--- src/rtl/mc_alu_ctrl_fsm.sv ---
// Multi-cycle IF/ID/EX/MEM/WB control FSM driving the ALU and datapath strobes (Moore outputs).
// Optional feature macro: ILLEGAL_TRAP_EN (unknown opcode/funct vectors through TRAP instead of NOP).
module mc_alu_ctrl_fsm #(
    parameter int         STATE_W     = 4,
    parameter logic [1:0] TRAP_PC_SRC = 2'd3
) (
    input  logic               clk,
    input  logic               reset_n,
    input  logic [5:0]         opcode,
    input  logic [5:0]         funct,
    input  logic               zero,
    output logic               pc_write,
    output logic               pc_write_cond,
    output logic               i_or_d,
    output logic               mem_read,
    output logic               mem_write,
    output logic               ir_write,
    output logic               reg_write,
    output logic [1:0]         reg_dst,
    output logic [1:0]         mem_to_reg,
    output logic [1:0]         alu_src_a,
    output logic [1:0]         alu_src_b,
    output logic [1:0]         pc_source,
    output logic               ext_op,
    output logic               lui_op,
    output logic [4:0]         alu_conf,
    output logic               sign,
    output logic               illegal_instr,
    output logic [STATE_W-1:0] dbg_state
);

    typedef enum logic [3:0] {
        S_IF       = 4'd0,
        S_ID       = 4'd1,
        S_EX_R     = 4'd2,
        S_EX_I     = 4'd3,
        S_MEM_ADDR = 4'd4,
        S_MEM_RD   = 4'd5,
        S_MEM_WR   = 4'd6,
        S_WB_MEM   = 4'd7,
        S_WB_ALU   = 4'd8,
        S_BR       = 4'd9,
        S_JMP      = 4'd10,
        S_TRAP     = 4'd11
    } state_t;

    localparam logic [5:0] OP_RTYPE = 6'h00, OP_J    = 6'h02, OP_JAL   = 6'h03, OP_BEQ  = 6'h04;
    localparam logic [5:0] OP_ADDI  = 6'h08, OP_ADDIU = 6'h09, OP_SLTI = 6'h0a, OP_SLTIU = 6'h0b;
    localparam logic [5:0] OP_ANDI  = 6'h0c, OP_ORI  = 6'h0d, OP_LUI   = 6'h0f;
    localparam logic [5:0] OP_LW    = 6'h23, OP_SW   = 6'h2b;

    localparam logic [5:0] F_SLL = 6'h00, F_SRL = 6'h02, F_SRA = 6'h03, F_JR  = 6'h08, F_JALR = 6'h09;
    localparam logic [5:0] F_ADD = 6'h20, F_ADDU = 6'h21, F_SUB = 6'h22, F_SUBU = 6'h23;
    localparam logic [5:0] F_AND = 6'h24, F_OR  = 6'h25, F_XOR = 6'h26, F_NOR = 6'h27;
    localparam logic [5:0] F_SLT = 6'h2a, F_SLTU = 6'h2b;

    localparam logic [4:0] ALU_ADD = 5'd0, ALU_SUB = 5'd1, ALU_AND = 5'd2, ALU_OR  = 5'd3, ALU_XOR = 5'd4;
    localparam logic [4:0] ALU_NOR = 5'd5, ALU_SLL = 5'd6, ALU_SRL = 5'd7, ALU_SRA = 5'd8, ALU_SLT = 5'd9;

`ifdef ILLEGAL_TRAP_EN
    localparam state_t BAD_NEXT = S_TRAP;
`else
    localparam state_t BAD_NEXT = S_IF;
`endif

    state_t     r_state;
    logic [5:0] r_op;
    logic [5:0] r_funct;

    // zero is combined with pc_write_cond in the datapath, not here
    logic w_unused;
    assign w_unused = ^{zero, TRAP_PC_SRC};

    assign dbg_state = STATE_W'(r_state);

    function automatic logic [4:0] funct_alu(input logic [5:0] f);
        case (f)
            F_ADD, F_ADDU: funct_alu = ALU_ADD;
            F_SUB, F_SUBU: funct_alu = ALU_SUB;
            F_AND:         funct_alu = ALU_AND;
            F_OR:          funct_alu = ALU_OR;
            F_XOR:         funct_alu = ALU_XOR;
            F_NOR:         funct_alu = ALU_NOR;
            F_SLT, F_SLTU: funct_alu = ALU_SLT;
            F_SLL:         funct_alu = ALU_SLL;
            F_SRL:         funct_alu = ALU_SRL;
            F_SRA:         funct_alu = ALU_SRA;
            default:       funct_alu = ALU_ADD;
        endcase
    endfunction

    // IR fields are captured on the ID->EX edge so later opcode/funct changes are ignored
    always_ff @(posedge clk or negedge reset_n) begin
        if (!reset_n) begin
            r_state <= S_IF;
            r_op    <= 6'h00;
            r_funct <= 6'h00;
        end else begin
            case (r_state)
                S_IF: r_state <= S_ID;
                S_ID: begin
                    r_op    <= opcode;
                    r_funct <= funct;
                    case (opcode)
                        OP_RTYPE:                    r_state <= S_EX_R;
                        OP_LW, OP_SW:                r_state <= S_MEM_ADDR;
                        OP_ADDI, OP_ADDIU, OP_ANDI, OP_ORI,
                        OP_SLTI, OP_SLTIU, OP_LUI:   r_state <= S_EX_I;
                        OP_BEQ:                      r_state <= S_BR;
                        OP_J, OP_JAL:                r_state <= S_JMP;
                        default:                     r_state <= BAD_NEXT;
                    endcase
                end
                S_EX_R: begin
                    case (r_funct)
                        F_SLL, F_SRL, F_SRA, F_ADD, F_ADDU, F_SUB, F_SUBU,
                        F_AND, F_OR, F_XOR, F_NOR, F_SLT, F_SLTU: r_state <= S_WB_ALU;
                        F_JR, F_JALR:                             r_state <= S_IF;
                        default:                                  r_state <= BAD_NEXT;
                    endcase
                end
                S_EX_I:     r_state <= S_WB_ALU;
                S_MEM_ADDR: r_state <= (r_op == OP_LW) ? S_MEM_RD : S_MEM_WR;
                S_MEM_RD:   r_state <= S_WB_MEM;
                default:    r_state <= S_IF;
            endcase
        end
    end

    always_comb begin
        pc_write      = 1'b0;
        pc_write_cond = 1'b0;
        i_or_d        = 1'b0;
        mem_read      = 1'b0;
        mem_write     = 1'b0;
        ir_write      = 1'b0;
        reg_write     = 1'b0;
        reg_dst       = 2'd0;
        mem_to_reg    = 2'd0;
        alu_src_a     = 2'd0;
        alu_src_b     = 2'd0;
        pc_source     = 2'd0;
        ext_op        = 1'b0;
        lui_op        = 1'b0;
        alu_conf      = ALU_ADD;
        sign          = 1'b0;
        illegal_instr = 1'b0;
        if (reset_n) begin
            case (r_state)
                S_IF: begin
                    mem_read  = 1'b1;
                    ir_write  = 1'b1;
                    pc_write  = 1'b1;
                    alu_src_b = 2'd1;
                end
                S_ID: begin
                    alu_src_b = 2'd3;
                    ext_op    = 1'b1;
                end
                S_EX_R: begin
                    alu_src_a = 2'd1;
                    alu_conf  = funct_alu(r_funct);
                    sign      = !(r_funct == F_ADDU || r_funct == F_SUBU || r_funct == F_SLTU);
                    case (r_funct)
                        F_SLL, F_SRL, F_SRA: alu_src_a = 2'd2;
                        F_JR: begin
                            pc_source = 2'd3;
                            pc_write  = 1'b1;
                        end
                        F_JALR: begin
                            pc_source  = 2'd3;
                            pc_write   = 1'b1;
                            reg_write  = 1'b1;
                            reg_dst    = 2'd1;
                            mem_to_reg = 2'd2;
                        end
                        default: ;
                    endcase
                end
                S_EX_I: begin
                    alu_src_a = 2'd1;
                    alu_src_b = 2'd2;
                    ext_op    = !(r_op == OP_ANDI || r_op == OP_ORI);
                    sign      = !(r_op == OP_ADDIU || r_op == OP_SLTIU);
                    case (r_op)
                        OP_ANDI:            alu_conf = ALU_AND;
                        OP_ORI:             alu_conf = ALU_OR;
                        OP_SLTI, OP_SLTIU:  alu_conf = ALU_SLT;
                        // lui: A path forced to zero, B carries imm<<16, OR passes it through
                        OP_LUI: begin
                            alu_conf  = ALU_OR;
                            alu_src_a = 2'd2;
                            lui_op    = 1'b1;
                        end
                        default:            alu_conf = ALU_ADD;
                    endcase
                end
                S_MEM_ADDR: begin
                    alu_src_a = 2'd1;
                    alu_src_b = 2'd2;
                    ext_op    = 1'b1;
                    sign      = 1'b1;
                end
                S_MEM_RD: begin
                    mem_read = 1'b1;
                    i_or_d   = 1'b1;
                end
                S_MEM_WR: begin
                    mem_write = 1'b1;
                    i_or_d    = 1'b1;
                end
                S_WB_MEM: begin
                    reg_write  = 1'b1;
                    mem_to_reg = 2'd1;
                end
                S_WB_ALU: begin
                    reg_write = 1'b1;
                    reg_dst   = (r_op == OP_RTYPE) ? 2'd1 : 2'd0;
                end
                S_BR: begin
                    alu_src_a     = 2'd1;
                    alu_conf      = ALU_SUB;
                    sign          = 1'b1;
                    pc_source     = 2'd1;
                    pc_write_cond = 1'b1;
                end
                S_JMP: begin
                    pc_source = 2'd2;
                    pc_write  = 1'b1;
                    if (r_op == OP_JAL) begin
                        reg_write  = 1'b1;
                        reg_dst    = 2'd2;
                        mem_to_reg = 2'd2;
                    end
                end
`ifdef ILLEGAL_TRAP_EN
                S_TRAP: begin
                    illegal_instr = 1'b1;
                    pc_source     = TRAP_PC_SRC;
                    pc_write      = 1'b1;
                end
`endif
                default: ;
            endcase
        end
    end

endmodule

--- config.mk ---
export PLATFORM = sky130hd
export DESIGN_NAME = mc_alu_ctrl_fsm
export DESIGN_NICKNAME = d
export VERILOG_FILES = /design/src/rtl/mc_alu_ctrl_fsm.sv
export SDC_FILE = /design/constraint.sdc
export NUM_CORES = 1
export LEC_CHECK = 0
export BUFFER_PORTS_ARGS = -buffer_cell sky130_fd_sc_hd__buf_2
export CORE_ASPECT_RATIO = 1.2
export CORE_MARGIN = 4
export CORE_UTILIZATION = 50
export DETAILED_ROUTE_END_ITERATION = 10
export PLACE_DENSITY = 0.76
export SYNTH_ARGS = -nofsm -noshare
export SYNTH_HDL_FRONTEND = slang
export SYNTH_SLANG_ARGS = --single-unit
--- constraint.sdc ---
create_clock -name clk -period 3.7 [get_ports clk]
set_input_delay 0.37 -clock clk [delete_from_list [all_inputs] [get_ports clk]]
set_output_delay 0.37 -clock clk [all_outputs]
set_load 0.01 [all_outputs]
=== Word level (Yosys, flattened, before mapping) ===
Memories as Yosys holds them, arrays and structs flattened.
Cells that the tools add are included.

* Bits in registers: 16
* Bits in read-only memories: 576
* Input bits: 15
* Output and inout port bits: 30
* Memories kept: 3

{| class="wikitable"
|+ Memories
! memory !! words !! width !! read ports !! clocked after Yosys merged registers in !! wr ports !! line !! text
|-
| (name not given) || 64 || 4 || 1 || 0 || 0 || 77 || <nowiki>case (f)</nowiki>
|-
| (name not given) || 64 || 4 || 1 || 0 || 0 || 104 || <nowiki>case (opcode)</nowiki>
|-
| (name not given) || 64 || 1 || 1 || 0 || 0 || 115 || <nowiki>case (r_funct)</nowiki>
|}

* Equality and inequality tests: 25
* Multiplexer cells: 46
* Reductions and logical operators: 21

{| class="wikitable"
|+ Operator list
! cell !! number
|-
| 6-bit by 4-bit equality test with 1-bit output (second input constant) || 8
|-
| 2-bit case mux with 3 select lines || 5
|-
| 6-bit equality test (second input constant) || 4
|-
| 4-bit case mux with 6 select lines || 1
|-
| 1-bit two-way mux || 22
|-
| 2-bit two-way mux || 11
|-
| 2-bit OR reduction || 10
|-
| 6-bit by 2-bit equality test with 1-bit output (second input constant) || 3
|-
| 4-bit by 3-bit equality test with 1-bit output (second input constant) || 4
|-
| 5-bit case mux with 3 select lines || 1
|-
| 4-bit equality test (second input constant) || 3
|-
| 6-bit zero test || 2
|-
| 4-bit case mux with 3 select lines || 1
|-
| 4-bit by 2-bit equality test with 1-bit output (second input constant) || 2
|-
| 1-bit case mux with 3 select lines || 2
|-
| 5-bit two-way mux || 1
|-
| 4-bit by 1-bit equality test with 1-bit output (second input constant) || 1
|-
| 4-bit zero test || 1
|-
| 1-bit logical OR || 4
|-
| 1-bit case mux with 2 select lines || 2
|-
| 1-bit zero test || 3
|-
| 3-bit OR reduction || 1
|}

=== Depth between registers and ports, before layout ===
Gate-level depths: netlist of the first run.

* Depth after elaboration: 6
* Mapped depth: 6

=== Least setup slack after synthesis of the first run ===
Ideal clock, no wire load.

* Path kind: flip-flop to output port
* From: reg r_op[2]
* To: out reg_write
* Arrival: 1723 ps
* Required time: 3330 ps
* Slack: 1607 ps
* Cell stages (with the launch flop): 5
* Buffers on the path: 0
* Path through: dfrtp_1 > or4_4 > or3_4 > a211oi_2 > o21a_1

* Longest elaborated chain between the ends: 4

{| class="wikitable"
|+ RTL lines
! item !! line !! text
|-
| start, declared || 67 || <nowiki>logic [5:0] r_op;</nowiki>
|-
| start signal, assigned || 102 || <nowiki>r_op <= opcode;</nowiki>
|-
| 6-bit by 2-bit equality test with 1-bit output || 230 || <nowiki>if (r_op == OP_JAL) begin</nowiki>
|-
| 1-bit two-way mux || 230 ||
|-
| 1-bit case mux with 3 select lines || 149 || <nowiki>case (r_state)</nowiki>
|-
| 1-bit two-way mux || 148 || <nowiki>if (reset_n) begin</nowiki>
|-
| end, declared || 18 || <nowiki>output logic reg_write,</nowiki>
|}

No other way between the ends.

=== Worst setup path in the final report of the first run ===
* From: reg r_state[1], in the netlist dbg_state[1]
* To: out reg_dst[0]

* Longest elaborated chain between the ends: 3
* Elaborated cells on any way between the ends: 5
* Classes of those cells: 3 x eq/ne; 2 x mux

{| class="wikitable"
|+ RTL lines
! item !! line !! text
|-
| start, declared || 66 || <nowiki>state_t r_state;</nowiki>
|-
| start signal, assigned || 123 || <nowiki>S_MEM_ADDR: r_state <= (r_op == OP_LW) ? S_MEM_RD : S_MEM_WR;</nowiki>
|-
| 4-bit equality test / 4-bit by 2-bit equality test with 1-bit output (equally long branches) || 149 ||
|-
| 2-bit case mux with 3 select lines (*) || 149 ||
|-
| 2-bit two-way mux (*) || 148 ||
|-
| end, declared || 19 || <nowiki>output logic [1:0] reg_dst,</nowiki>
|}

Every way passes the cells marked *; elsewhere a longest branch is shown, timed or not.

==> flow_summary.toml, run 1 <==
[finish]
diodes = 0
area_growth_syn_to_layout_pct = 16.0
layout-drive-gt1-share_pct = 30.9
fill_cells = 243
fin_area_um2 = 1620
nNetsFinal = 223

[timing]
finalClockSkew_ns = 0.00132
fmax_ghz = 0.372
max-slew-margin-rel_pct = 57.6
fin_crit_sh_pct = 72.7
tightest_slew_ns = 0.637
hold_viol = 0
drv_slew = 0
setup_viol_count_final = 0
rsz0062_at_grt = "false"
period_needed_ns = 2.69
final.setup.tns_ns = 0
fin_ws_ns = 1.01

[global_routing]
antenna_found_initial = 0
grt_usage_pct = 20.7
grt_pass1_vias = 1426
grt_overflow = 0
grt_max_degree = 25
grt_pass1_wl_um = 6340

[clock_network]
post_cts_resized = 0
cts_max_level = 1
clock_path_buffers = 2
post-cts-setup-buffers = 0
cts_buffers = 3
postCtsHoldBufs = 0
cts-root-buf = "clkbuf_4"
cts_tree = "done"
clkTransAtPathRegs_ns = 0.09
clock_latency_ns = 0.28
cts_sinks = 16

[worst_setup_path]
cp.required_ns = 3.33
crit_path_start = "dbg_state[1]"
cp_slowest_cell = "dfrtp_1"
r2r-start = "dbg_state[2]"
rr_endpoint = "dbg_state[1]"
cp_top_family = "simple AND/OR/NAND/NOR gates"
crit_type = "flop to output pin"
end_kind = "output pin"
slowest_delay_ns = 0.72
path_buf_inv = 1
cp-start-kind = "flop"
path_cells = "nand2b_2 > nor3_1 > a31oi_1 > nor4_1 > buf_2"
worstPathMaxFanout = 18
rrSetupSlack_ns = 1.74
worstRegToRegCells = 5
crit_arrival_ns = 2.32

[logic_synthesis]
postSynth.asyncResetShare_pct = 100
yosysTopAreaCell = "dfrtp_1"
synthMuxAreaShare_pct = 7.96
synth_compound_area_share_pct = 21.1
ys.flop_type = "dfrtp_1"
syn_area_um2 = 1400
yosys.area_share.adder_pct = 0
ys_top_cells_by_count = "dfrtp_1, nor2_1, nand2_1"
synth.distinct_cells = 58
synthCells = 171
ys_seq_elements = 16
yosysMostFrequentCell = "dfrtp_1"
synth_top_area_share_pct = 28.6
synth_top_family_by_area = "simple AND/OR/NAND/NOR gates"
yosys.area_share.simple_pct = 34.6
synth_xor_area_share_pct = 0
yosysWarnings = 0
yosysSeqAreaShare_pct = 28.6
syn_area_per_cell_um2 = 8.18
synth_edf_count = 0
yosys-top-cells-area = "dfrtp_1, mux2_2, nand2b_1"

[route]
wl_per_cell_um = 15.1
drc = 0
via_per_inst = 6.05
dr.pass1.iters = 4
drtIter0Drc = 73
ant_nets = 0
dr_total_vias = 1453
drt-total-wl_um = 3620

[floorplan]
initial_core_util_pct = 53.8
core_area_um2 = 2600
die_w_um = 56.3
dieArea_um2 = 3710
rows = 20
die_h_um = 65.9
io_pins = 45

[placed_design]
place_ws_ns = 1.39
gp_congestion = 0.955
io_buffers = 41
place_area_um2 = 1590
dp_hpwl_um = 2810

[power_and_ir_drop]
max-vdd-ir-drop_uv = 450
p_per_area_nw_per_um2 = 725
leakage_nw = 0.708

[flow_run]
maxCapViolCount = 0

[hold_path]
hold_path.class = "primary input to async pin"

[outcome]
run_status = "complete, no violations"
==> worst max path at each step <==
| stage | endpoint | slack [ns] | depth (start not counted) |
|---|---|---|---|
| 2_1_floorplan | reg_write | 1.61 | 4 |
| 3_3_place_gp | reg_dst[0] | 1.37 | 5 |
| 3_5_place_dp | reg_dst[0] | 1.39 | 5 |
| 4_1_cts | reg_dst[0] | 1.08 | 5 |
| 5_1_grt | reg_dst[0] | 0.76 | 5 |
| 6_report | reg_dst[0] | 1.01 | 5 |
==> area by class of cell <==
cell class              count  area, µm²  area share [%]
well taps                  33       41.3            2.54
inverters                   9       33.8            2.08
multi-input cells         136        898            55.4
repair buffers             42        213            13.1
clock buffers               4       36.3            2.24
flip-flops and latches     16        400            24.7
==> flip-flops by register name, summed over array words and instances, names as in the netlist <==
| register | flops |
|---|---|
| r_funct | 6 |
| r_op | 6 |
| dbg_state | 4 |
==> per-layer routing <==
layer	global-route usage (%)	share of wire (%)	vias up
li1	-	-	699
met1	26.8	43	678
met2	34.9	48	68
met3	2.54	7.3	8
met4	8.31	1.9	0
met5	0	0	-
==> kinds of logic (layout without fill, tap and decap cells) <==
kind of cell	count (synthesis)	after routing
DFF	16	16
buffers and inverters	20	55
and+or+nand+nor	81	81
other	1	2
AOI/OAI and AO/OA	43	43
muxes	10	10
==> power breakdown <==
part | switching (mW) | internal [mW] | total [mW]
combinational | 0.310 | 0.306 | 0.616
sequential | 0.191 | 0.258 | 0.449
clock | 0.0508 | 0.0599 | 0.111
total | 0.552 | 0.624 | 1.18
==> per-stage QoR <==
step	std cells	total power, mW	hold slack, ns	util (%)
2_1_floorplan	172	0.900	0.0744	-
3_3_place_gp	236	1.04	0.351	61.0
3_5_place_dp	236	1.06	0.353	61.0
4_1_cts	240	1.18	0.0402	62.4
5_1_grt	240	1.29	0.0469	62.4
6_report	240	1.18	0.0405	62.4
==> layout by cell type, fill, tap and decap left out, drive strengths merged, types with 2 or more instances in the layout <==
cell,instances
o21ai,9
nor3,6
nor3b,2
o21a,2
nand3b,2
clkbuf,4
buf,42
a21oi,10
nor2b,3
nand4b,2
nand3,2
conb,2
or3,2
o31ai,3
a221oi,2
a21o,2
mux2,9
nand2b,13
nand2,13
or3b,2
dfrtp,16
nor4b,2
a211oi,2
nor4,6
or4,2
nor2,15
or2,2
inv,9
nand4,3
(Power assumes the default switching activity.)
==> run 2, diff against run 1 <==
==> constraint.sdc (replaced) <==
create_clock -name clk -period 2.6 [get_ports clk]
set_input_delay 0.26 -clock clk [delete_from_list [all_inputs] [get_ports clk]]
set_output_delay 0.26 -clock clk [all_outputs]
set_load 0.01 [all_outputs]
==> run 2 against run 1 <==
Compared with the run above: setup slack lost 0.88 ns; sequential power grew 39%; register-to-register slack lost 0.92 ns; wire length grew 4.1%; count of clock-buffer cells in the layout is the same; combinational power grew 49%; largest cell class unchanged; sequential cell count is the same; design area grew 2.5%; clock skew grew 0.0015 ns; sequential share of layout area shrank 0.59 points; critical endpoint unchanged; cell count grew 2.1%.
==> flow_summary.toml, run 2 (same netlist as run 1, synthesis figures left out) <==
[outcome]
run_status = "complete, no violations"

[placed_design]
gp_congestion = 0.925
place_ws_ns = 0.479
place_area_um2 = 1620
io_buffers = 41
place_inst = 240
dp_hpwl_um = 2940

[worst_setup_path]
end_kind = "output pin"
crit_arrival_ns = 2.21
worstPathMaxFanout = 16
crit_type = "flop to output pin"
cp.required_ns = 2.34
cp-start-kind = "flop"

[finish]
final_cell_mix = "buf_2, dfrtp_1, nor2_1, nand2_1, nand2b_1"
fin_cells = 245
diodes = 0
fin_area_um2 = 1660
area_growth_syn_to_layout_pct = 18.9
fin_util_pct = 63.9
nNetsFinal = 228
final_common_cell = "buf_2"
fill_cells = 240
layout-drive-gt1-share_pct = 32.1

[timing]
fin_ws_ns = 0.125
drv_slew = 0
hold_viol = 0
tightest_slew_ns = 0.527
holdWs_ns = 0.191
fin_crit_sh_pct = 95.2
rsz0062_at_grt = "false"
finalClockSkew_ns = 0.00281
max-slew-margin-rel_pct = 64.9
final.setup.tns_ns = 0
fmax_ghz = 0.404
setup_viol_count_final = 0
period_needed_ns = 2.47

[power_and_ir_drop]
p_sw_mw = 0.795
p_clk_share_pct = 9.4
combinationalPowerShare_pct = 53.8
max-vdd-ir-drop_uv = 664
power_mw = 1.70
leakage_nw = 0.733
p_int_mw = 0.904
switching_share_pct = 46.8
p_per_area_nw_per_um2 = 1020
seqPwrFrac_pct = 36.8

[global_routing]
grt_pass1_vias = 1398
grt_usage_pct = 20.4
antenna_found_initial = 0
grt_pass1_wl_um = 6230
grt_max_degree = 17
grt_overflow = 0

[route]
drc = 0
dr_total_vias = 1490
dr.pass1.iters = 4
wl_per_cell_um = 15.4
drtIter0Drc = 89
ant_nets = 0
drt-total-wl_um = 3770
via_per_inst = 6.08

[floorplan]
dieArea_um2 = 3710
die_w_um = 56.3
initial_core_util_pct = 53.8
io_pins = 45
rows = 20
core_area_um2 = 2600
die_h_um = 65.9

[flow_run]
maxCapViolCount = 0

[hold_path]
hold_path.class = "primary input to flop"

[clock_network]
cts_max_level = 1
post_cts_resized = 0
cts_tree = "done"
cts_sinks = 16
cts-root-buf = "clkbuf_4"
clkTransAtPathRegs_ns = 0.09
cts_buffers = 3
clock_latency_ns = 0.28
clock_path_buffers = 2
post-cts-setup-buffers = 0
postCtsHoldBufs = 1
[run 2: cell count changes in the layout (fill, tap and decap cells not counted), sizes merged]
cell / change
buf: +4
dlygate4sd3: +1
[run 2: final cells by class]
class / count / area (µm²) / area share, %
multi-input combinational: 136 / 898 / 54.0
sequential: 16 / 400 / 24.1
timing repair buffer: 47 / 253 / 15.2
tap: 33 / 41.3 / 2.48
clock buffer: 4 / 36.3 / 2.18
inverter: 9 / 33.8 / 2.03
[run 2: final timing paths]
check,from,endpoint,slack [ns],cells past startpoint
worst max-delay path,dbg_state[3],reg_dst[0],0.13,5
worst min-delay path,funct[4],r_funct[4],0.19,3
worst max register to register,dbg_state[2],dbg_state[1],0.82,5
worst min register to register,r_op[3],r_op[3],0.63,1
max in group asynchronous,reset_n,r_op[0],1.78,3
min in group asynchronous,reset_n,dbg_state[2],0.38,2
[run 2: worst max-delay path, stage by stage, from the launching register on]
cell     delay [ns]
dfrtp_1        0.68
or4b_1         0.52
nor4_1         0.23
a31oi_1        0.09
nor4_1         0.22
buf_2          0.19
[run 2: power by group through the flow]
stage / Sequential, mW / Combinational, mW / Clock, mW
6_report: 0.625 / 0.915 / 0.159
5_1_grt: 0.651 / 1.01 / 0.179
4_1_cts: 0.618 / 0.916 / 0.164
3_5_place_dp: 0.624 / 0.911 / 0
3_3_place_gp: 0.611 / 0.890 / 0
2_1_floorplan: 0.499 / 0.782 / 0
[run 2: per-layer routing]
layer	share of wire [%]	up-vias	global-route usage [%]
met1	40	680	24.9
met5	0	-	0
met4	1.9	0	8.90
met3	8.2	14	2.73
li1	-	709	-
met2	50	87	35.7
